File: src/rtl/band_mixer_if.sv
// Band mixer bus: per-band sample inputs, gain programming port and the
// mixed-output / status signals. The master side drives samples and gains,
// the slave side is the mixer itself.
interface band_mixer_if #(
   parameter int NUM_BANDS = 16,
   parameter int IDX_WIDTH = $clog2(NUM_BANDS)
) ();
   logic [16*NUM_BANDS-1:0] band_data;
   logic [NUM_BANDS-1:0]    band_valid;
   logic                    gain_we;
   logic [IDX_WIDTH-1:0]    gain_addr;
   logic [7:0]              gain_data;
   logic                    overrun_clr;
   logic signed [15:0]      data_out;
   logic                    valid_out;
   logic                    clip;
   logic                    overrun;
   logic                    busy;

   modport master (
      output band_data, band_valid, gain_we, gain_addr, gain_data, overrun_clr,
      input  data_out, valid_out, clip, overrun, busy
   );

   modport slave (
      input  band_data, band_valid, gain_we, gain_addr, gain_data, overrun_clr,
      output data_out, valid_out, clip, overrun, busy
   );
endinterface

File: src/rtl/band_mixer.sv
// Graphic-equalizer mixer: captures one 16-bit sample per band, weights each
// with a programmable Q1.7 gain through a single time-shared multiplier,
// then scales, saturates and emits one mono sample per complete frame.
module band_mixer #(
   parameter int NUM_BANDS = 16,
   parameter int OUT_SHIFT = 2,
   parameter int IDX_WIDTH = $clog2(NUM_BANDS)
) (
   input  logic        clk,
   input  logic        rst,
   band_mixer_if.slave bus
);
   localparam int DATA_W = 16;
   localparam int COEF_W = 8;
   localparam int PROD_W = DATA_W + COEF_W + 1;
   localparam int ACC_W  = PROD_W + IDX_WIDTH;
   localparam int SHIFT  = 7 + OUT_SHIFT;

   localparam logic [IDX_WIDTH-1:0]    LAST_IDX = IDX_WIDTH'(NUM_BANDS - 1);
   localparam logic [COEF_W-1:0]       UNITY    = 8'd128;
   localparam logic signed [ACC_W-1:0] SAT_MAX  = ACC_W'(2**(DATA_W-1) - 1);
   localparam logic signed [ACC_W-1:0] SAT_MIN  = ACC_W'(-(2**(DATA_W-1)));

   typedef enum logic [1:0] {ST_IDLE, ST_MAC, ST_SAT} state_t;

   // Clamp the scaled accumulator into the 16-bit output range.
   function automatic logic signed [DATA_W-1:0] sat_data(input logic signed [ACC_W-1:0] v);
      if (v > SAT_MAX) begin
         return SAT_MAX[DATA_W-1:0];
      end else if (v < SAT_MIN) begin
         return SAT_MIN[DATA_W-1:0];
      end
      return v[DATA_W-1:0];
   endfunction

   // True when the scaled accumulator lies outside the 16-bit range.
   function automatic logic sat_clip(input logic signed [ACC_W-1:0] v);
      return (v > SAT_MAX) || (v < SAT_MIN);
   endfunction

   state_t                    state_q, state_d;
   logic signed [DATA_W-1:0]  cap_q  [NUM_BANDS];
   logic signed [DATA_W-1:0]  cap_d  [NUM_BANDS];
   logic signed [DATA_W-1:0]  work_q [NUM_BANDS];
   logic signed [DATA_W-1:0]  work_d [NUM_BANDS];
   logic [COEF_W-1:0]         gain_q [NUM_BANDS];
   logic [COEF_W-1:0]         gain_d [NUM_BANDS];
   logic [NUM_BANDS-1:0]      pend_q, pend_d;
   logic signed [ACC_W-1:0]   acc_q, acc_d;
   logic [IDX_WIDTH-1:0]      idx_q, idx_d;
   logic signed [DATA_W-1:0]  dout_q, dout_d;
   logic                      valid_q, valid_d;
   logic                      clip_q, clip_d;
   logic                      ovr_q, ovr_d;

   logic                      snapshot;
   logic signed [PROD_W-1:0]  prod;
   logic signed [ACC_W-1:0]   scaled;

   // A frame starts only from IDLE once every band has delivered a sample.
   assign snapshot = (state_q == ST_IDLE) && (&pend_q);

   // Sample times gain as 9-bit signed (gain is unsigned Q1.7), 25-bit product.
   assign prod = PROD_W'(work_q[idx_q]) * PROD_W'($signed({1'b0, gain_q[idx_q]}));

   // Gain normalisation plus headroom shift; arithmetic, so it floors.
   assign scaled = acc_q >>> SHIFT;

   // Capture strobed samples; new strobes beat the snapshot clear of pending.
   // A strobe onto a still-pending band is an overrun unless that band is
   // being consumed by the snapshot on this very edge.
   always_comb begin
      cap_d  = cap_q;
      pend_d = pend_q;
      ovr_d  = ovr_q;
      if (snapshot) begin
         pend_d = '0;
      end
      for (int k = 0; k < NUM_BANDS; k++) begin
         if (bus.band_valid[k]) begin
            cap_d[k]  = bus.band_data[DATA_W*k +: DATA_W];
            pend_d[k] = 1'b1;
         end
      end
      if (bus.overrun_clr) begin
         ovr_d = 1'b0;
      end
      if (!snapshot && |(bus.band_valid & pend_q)) begin
         ovr_d = 1'b1;
      end
   end

   // Gain table write port; out-of-range addresses are dropped.
   always_comb begin
      gain_d = gain_q;
      if (bus.gain_we && (32'(bus.gain_addr) < NUM_BANDS)) begin
         gain_d[bus.gain_addr] = bus.gain_data;
      end
   end

   // Frame sequencer: snapshot, one multiply-accumulate per band, then
   // scale/saturate and strobe the result.
   always_comb begin
      state_d = state_q;
      work_d  = work_q;
      acc_d   = acc_q;
      idx_d   = idx_q;
      dout_d  = dout_q;
      valid_d = 1'b0;
      clip_d  = 1'b0;
      case (state_q)
         ST_IDLE: begin
            if (snapshot) begin
               work_d  = cap_q;
               acc_d   = '0;
               idx_d   = '0;
               state_d = ST_MAC;
            end
         end
         ST_MAC: begin
            acc_d = acc_q + ACC_W'(prod);
            if (idx_q == LAST_IDX) begin
               state_d = ST_SAT;
            end else begin
               idx_d = idx_q + 1'b1;
            end
         end
         ST_SAT: begin
            dout_d  = sat_data(scaled);
            clip_d  = sat_clip(scaled);
            valid_d = 1'b1;
            state_d = ST_IDLE;
         end
         default: begin
            state_d = ST_IDLE;
         end
      endcase
   end

   // State and datapath registers; reset also restores unity gains.
   always_ff @(posedge clk or posedge rst) begin
      if (rst) begin
         state_q <= ST_IDLE;
         pend_q  <= '0;
         acc_q   <= '0;
         idx_q   <= '0;
         dout_q  <= '0;
         valid_q <= 1'b0;
         clip_q  <= 1'b0;
         ovr_q   <= 1'b0;
         for (int k = 0; k < NUM_BANDS; k++) begin
            cap_q[k]  <= '0;
            work_q[k] <= '0;
            gain_q[k] <= UNITY;
         end
      end else begin
         state_q <= state_d;
         pend_q  <= pend_d;
         acc_q   <= acc_d;
         idx_q   <= idx_d;
         dout_q  <= dout_d;
         valid_q <= valid_d;
         clip_q  <= clip_d;
         ovr_q   <= ovr_d;
         for (int k = 0; k < NUM_BANDS; k++) begin
            cap_q[k]  <= cap_d[k];
            work_q[k] <= work_d[k];
            gain_q[k] <= gain_d[k];
         end
      end
   end

   assign bus.data_out  = dout_q;
   assign bus.valid_out = valid_q;
   assign bus.clip      = clip_q;
   assign bus.overrun   = ovr_q;
   assign bus.busy      = (state_q != ST_IDLE);
endmodule

File: src/flat_wrapper.sv
// flat-port wrapper written by rule: the top's interface ports become plain ports
module band_mixer_flat 
#(
   parameter int NUM_BANDS = 16,
   parameter int OUT_SHIFT = 2,
   parameter int IDX_WIDTH = $clog2(NUM_BANDS)
)
  (clk, rst, bus_band_data, bus_band_valid, bus_gain_we, bus_gain_addr, bus_gain_data, bus_overrun_clr, bus_data_out, bus_valid_out, bus_clip, bus_overrun, bus_busy);
  band_mixer_if #(.NUM_BANDS(NUM_BANDS), .IDX_WIDTH(IDX_WIDTH)) bus_i ();
  input  logic clk;
  input  logic rst;
  input wire logic [$bits(bus_i.band_data)-1:0] bus_band_data;
  input wire logic [$bits(bus_i.band_valid)-1:0] bus_band_valid;
  input wire logic [$bits(bus_i.gain_we)-1:0] bus_gain_we;
  input wire logic [$bits(bus_i.gain_addr)-1:0] bus_gain_addr;
  input wire logic [$bits(bus_i.gain_data)-1:0] bus_gain_data;
  input wire logic [$bits(bus_i.overrun_clr)-1:0] bus_overrun_clr;
  output wire logic [$bits(bus_i.data_out)-1:0] bus_data_out;
  output wire logic [$bits(bus_i.valid_out)-1:0] bus_valid_out;
  output wire logic [$bits(bus_i.clip)-1:0] bus_clip;
  output wire logic [$bits(bus_i.overrun)-1:0] bus_overrun;
  output wire logic [$bits(bus_i.busy)-1:0] bus_busy;
  assign bus_i.band_data = bus_band_data;
  assign bus_i.band_valid = bus_band_valid;
  assign bus_i.gain_we = bus_gain_we;
  assign bus_i.gain_addr = bus_gain_addr;
  assign bus_i.gain_data = bus_gain_data;
  assign bus_i.overrun_clr = bus_overrun_clr;
  assign bus_data_out = bus_i.data_out;
  assign bus_valid_out = bus_i.valid_out;
  assign bus_clip = bus_i.clip;
  assign bus_overrun = bus_i.overrun;
  assign bus_busy = bus_i.busy;
  band_mixer #(.NUM_BANDS(NUM_BANDS), .OUT_SHIFT(OUT_SHIFT), .IDX_WIDTH(IDX_WIDTH)) u_core (.clk(clk), .rst(rst), .bus(bus_i));
endmodule
File: config.mk
export PLATFORM = sky130hd
export DESIGN_NAME = band_mixer_flat
export DESIGN_NICKNAME = d
export VERILOG_FILES = /design/src/rtl/band_mixer_if.sv /design/src/rtl/band_mixer.sv /design/src/flat_wrapper.sv
export SDC_FILE = /design/constraint.sdc
export NUM_CORES = 2
export LEC_CHECK = 0
export BUFFER_PORTS_ARGS = -buffer_cell sky130_fd_sc_hd__buf_2
export CAP_MARGIN = 30
export CORE_MARGIN = 3
export CORE_UTILIZATION = 35
export DETAILED_ROUTE_END_ITERATION = 6
export SETUP_SLACK_MARGIN = 0.05
export SYNTH_ARGS = -nofsm -noshare
export SYNTH_HDL_FRONTEND = slang
export SYNTH_SLANG_ARGS = --single-unit
File: constraint.sdc
create_clock -name clk -period 62.7 [get_ports clk]
set_clock_uncertainty 0.05 [all_clocks]
set_input_delay 3.135 -clock clk [delete_from_list [all_inputs] [get_ports clk]]
set_output_delay 3.135 -clock clk [all_outputs]
set_load 0.05 [all_outputs]
==> impl_metrics.env <==
export IMPL_globalRouteOverflowTotal=0
export IMPL_via_per_inst=5.04
export IMPL_hold_worst_slack_ns=0.445
export IMPL_fin_crit_ns=8.16
export IMPL_holdBufCountCts=0
export IMPL_max_slew_margin_pct=26.7
export IMPL_seq_area_frac_synth_pct=50.5
export IMPL_die_w_um=323
export IMPL_cts_max_level=3
export IMPL_setup_viol=0
export IMPL_synth_edf_count=0
export IMPL_post_cts_buffers=0
export IMPL_clk_latency_ns=0.63
export IMPL_avgRoutedWirePerCell_um=22.1
export IMPL_cts_repair_resized=0
export IMPL_start_util_pct=35.5
export IMPL_final_period_utilization_pct=13.0
export IMPL_final_setup_tns_ns=0
export IMPL_postSynthCellCount=2462
export IMPL_io_buffers=307
export IMPL_fill_cells=9164
export IMPL_worst_setup_path_type="register to register"
export IMPL_async_reset_ff_share_pct=100
export IMPL_cp_data_arrival_time_ns=8.66
export IMPL_synth_distinct_cells=61
export IMPL_cts_num_sinks=710
export IMPL_path_max_fanout=36
export IMPL_first_pass_iters=5
export IMPL_hold_viol_final=0
export IMPL_drc=0
export IMPL_ios=308
export IMPL_seqCellArea_mm2=0.0178
export IMPL_netlist_area_mm2=0.0352
export IMPL_dr_total_vias=20700
export IMPL_totalWireLength_um=90700
export IMPL_status="finished clean"
export IMPL_fin_nets=3233
export IMPL_synth_warnings=0
export IMPL_synth_seq_cells=710
export IMPL_start_kind="register"
export IMPL_grt_pass1_vias=21800
export IMPL_clockBufferDepth=3
export IMPL_end_kind="register"
export IMPL_rows=115
export IMPL_die_h_um=323
export IMPL_required_ns=63.20
export IMPL_fmax_mhz=123
export IMPL_cts_inserted_buffers=76
export IMPL_dp_hpwl_um=64700
export IMPL_cts_tree="yes"
export IMPL_grt_start_max_net_pins=189
export IMPL_final_antenna_net_count=0
export IMPL_grt_pass1_wl_um=139000
export IMPL_synth_avg_cell_area_um2=14.3
export IMPL_drv_slew=0
export IMPL_tightestPinTransition_ns=1.10
export IMPL_antenna_found_initial=9
export IMPL_area_growth_pct=15.3
export IMPL_mostFrequentLayoutCells="691 x dfrtp_1, 642 x mux2_2, 308 x buf_2, 203 x inv_1, 129 x fa_1"
export IMPL_hold_path_class="register to register"
export IMPL_ctsRootBufferMaster="clkbuf_16"
export IMPL_multi_input_area_mm2=0.0161
export IMPL_drive_above_1_share_pct=43.3
export IMPL_core_area_mm2=0.0991
export IMPL_final_common_cell="dfrtp_1"
export IMPL_max_cap_violations=0
export IMPL_syn_nets=2942
export IMPL_drt_initial_drc_count=1290
export IMPL_globalplace_congestion=0.828
export IMPL_grt_total_usage_pct=17.6
export IMPL_path_clk_slew_ns=0.06
export IMPL_dieArea_mm2=0.104
export IMPL_rsz0062_at_grt="false"
export IMPL_synthFlopType="dfrtp_1"
## final cells by class
class	instances	share of cell area [%]
repair buffers	341	4.49
well taps	1287	3.97
clock inverters	28	0.921
flip-flops and latches	710	43.8
diodes	6	0.0370
multi-input cells	1420	39.6
inverters	204	1.90
clock buffers	104	5.26
## Yosys cell counts, drive strengths merged, types with 2 or more instances
cell	n	area share, %
a2111oi	2	0.050
a211oi	3	0.078
a21o	25	0.53
a21oi	42	0.60
a221oi	3	0.092
a22oi	6	0.13
a311oi	2	0.067
a31oi	2	0.036
and2	77	1.4
and3	5	0.089
buf	51	0.91
clkbuf	77	0.83
dfrtp	694	49
dfstp	16	1.2
fa	129	7.3
ha	63	2.2
inv	204	2.2
mux2	642	21
mux2i	2	0.057
mux4	120	8.0
nand2	80	0.85
nand2b	5	0.089
nand3	32	0.45
nand3b	4	0.085
nand4	11	0.20
nor2	51	0.54
nor2b	4	0.071
nor3	10	0.14
nor3b	2	0.043
o211ai	3	0.064
o21a	3	0.064
o21ai	42	0.60
o21bai	5	0.11
o221ai	2	0.067
or3	4	0.071
xnor2	13	0.32
xor2	13	0.32
## final timing paths
kind | startpoint | to | slack (ns) | depth (start not counted)
min in group asynchronous | rst | u_core.cap_q[245] | 2.57 | 2
min | u_core.cap_q[192] | u_core.work_q[192] | 0.44 | 1
max reg2reg | u_core.idx_q[0] | u_core.acc_q[28] | 54.54 | 21
min reg2reg | u_core.cap_q[192] | u_core.work_q[192] | 0.44 | 1
max in group asynchronous | rst | u_core.bus.data_out[15] | 57.29 | 6
max | u_core.idx_q[0] | u_core.acc_q[28] | 54.54 | 21
## cell families after synthesis
logic type                 count (synthesis)  share of synthesized area (%)
AOI/OAI and AO/OA                        150                           2.72
xor gates and xnor gates                  26                          0.646
adders and majority gates                192                           9.57
buffers and inverters                    332                           3.91
DFF                                      710                           50.5
muxes                                    764                           28.6
and+or+nand+nor                          288                           4.06
## critical path, stage by stage (launching register included)
cell and delay (ns):
dfrtp_4 0.92, buf_4 0.73, mux4_1 0.73, mux4_2 0.61, and2_1 0.22, fa_1 0.50
inv_1 0.05, fa_1 0.47, inv_1 0.05, fa_1 0.50, fa_1 0.54, inv_1 0.05
fa_1 0.52, inv_1 0.04, ha_1 0.38, nand4_1 0.13, o22ai_1 0.12, a211oi_2 0.34
o221ai_2 0.26, a221oi_2 0.35, mux2i_1 0.25, mux2i_1 0.20
## sequential cells by signal (all words and copies together) (netlist names)
register and count:
u_core.bus.clip 1, u_core.acc_q 29, u_core.bus.overrun 1, u_core.cap_q 256, u_core.pend_q 16, u_core.state_q 2, u_core.idx_q 4, u_core.work_q 256
u_core.bus.valid_out 1, u_core.gain_q 128, u_core.bus.data_out 16
## per-stage QoR
step	utilization, %	area (um2)	cells	setup WS (ns)
floorplan	-	35200	2462	39.63
CTS	40.9	40600	4092	54.46
detailed placement	38.4	38000	3960	54.51
global placement	38.3	38000	3956	54.50
finish	41.0	40600	4100	54.54
global route	40.9	40600	4095	54.14
## per-layer routing
metal	vias up	wire [um]	GRT usage, %
met3	97	4620	3.22
met2	501	41000	26.9
met1	10900	43000	25.7
met4	2	2010	4.85
li1	9220	-	-
met5	-	17	0
Power is left out: the tool's default activity adds up to more than one toggle a clock period on the data nets, which glitch-free logic cannot reach.
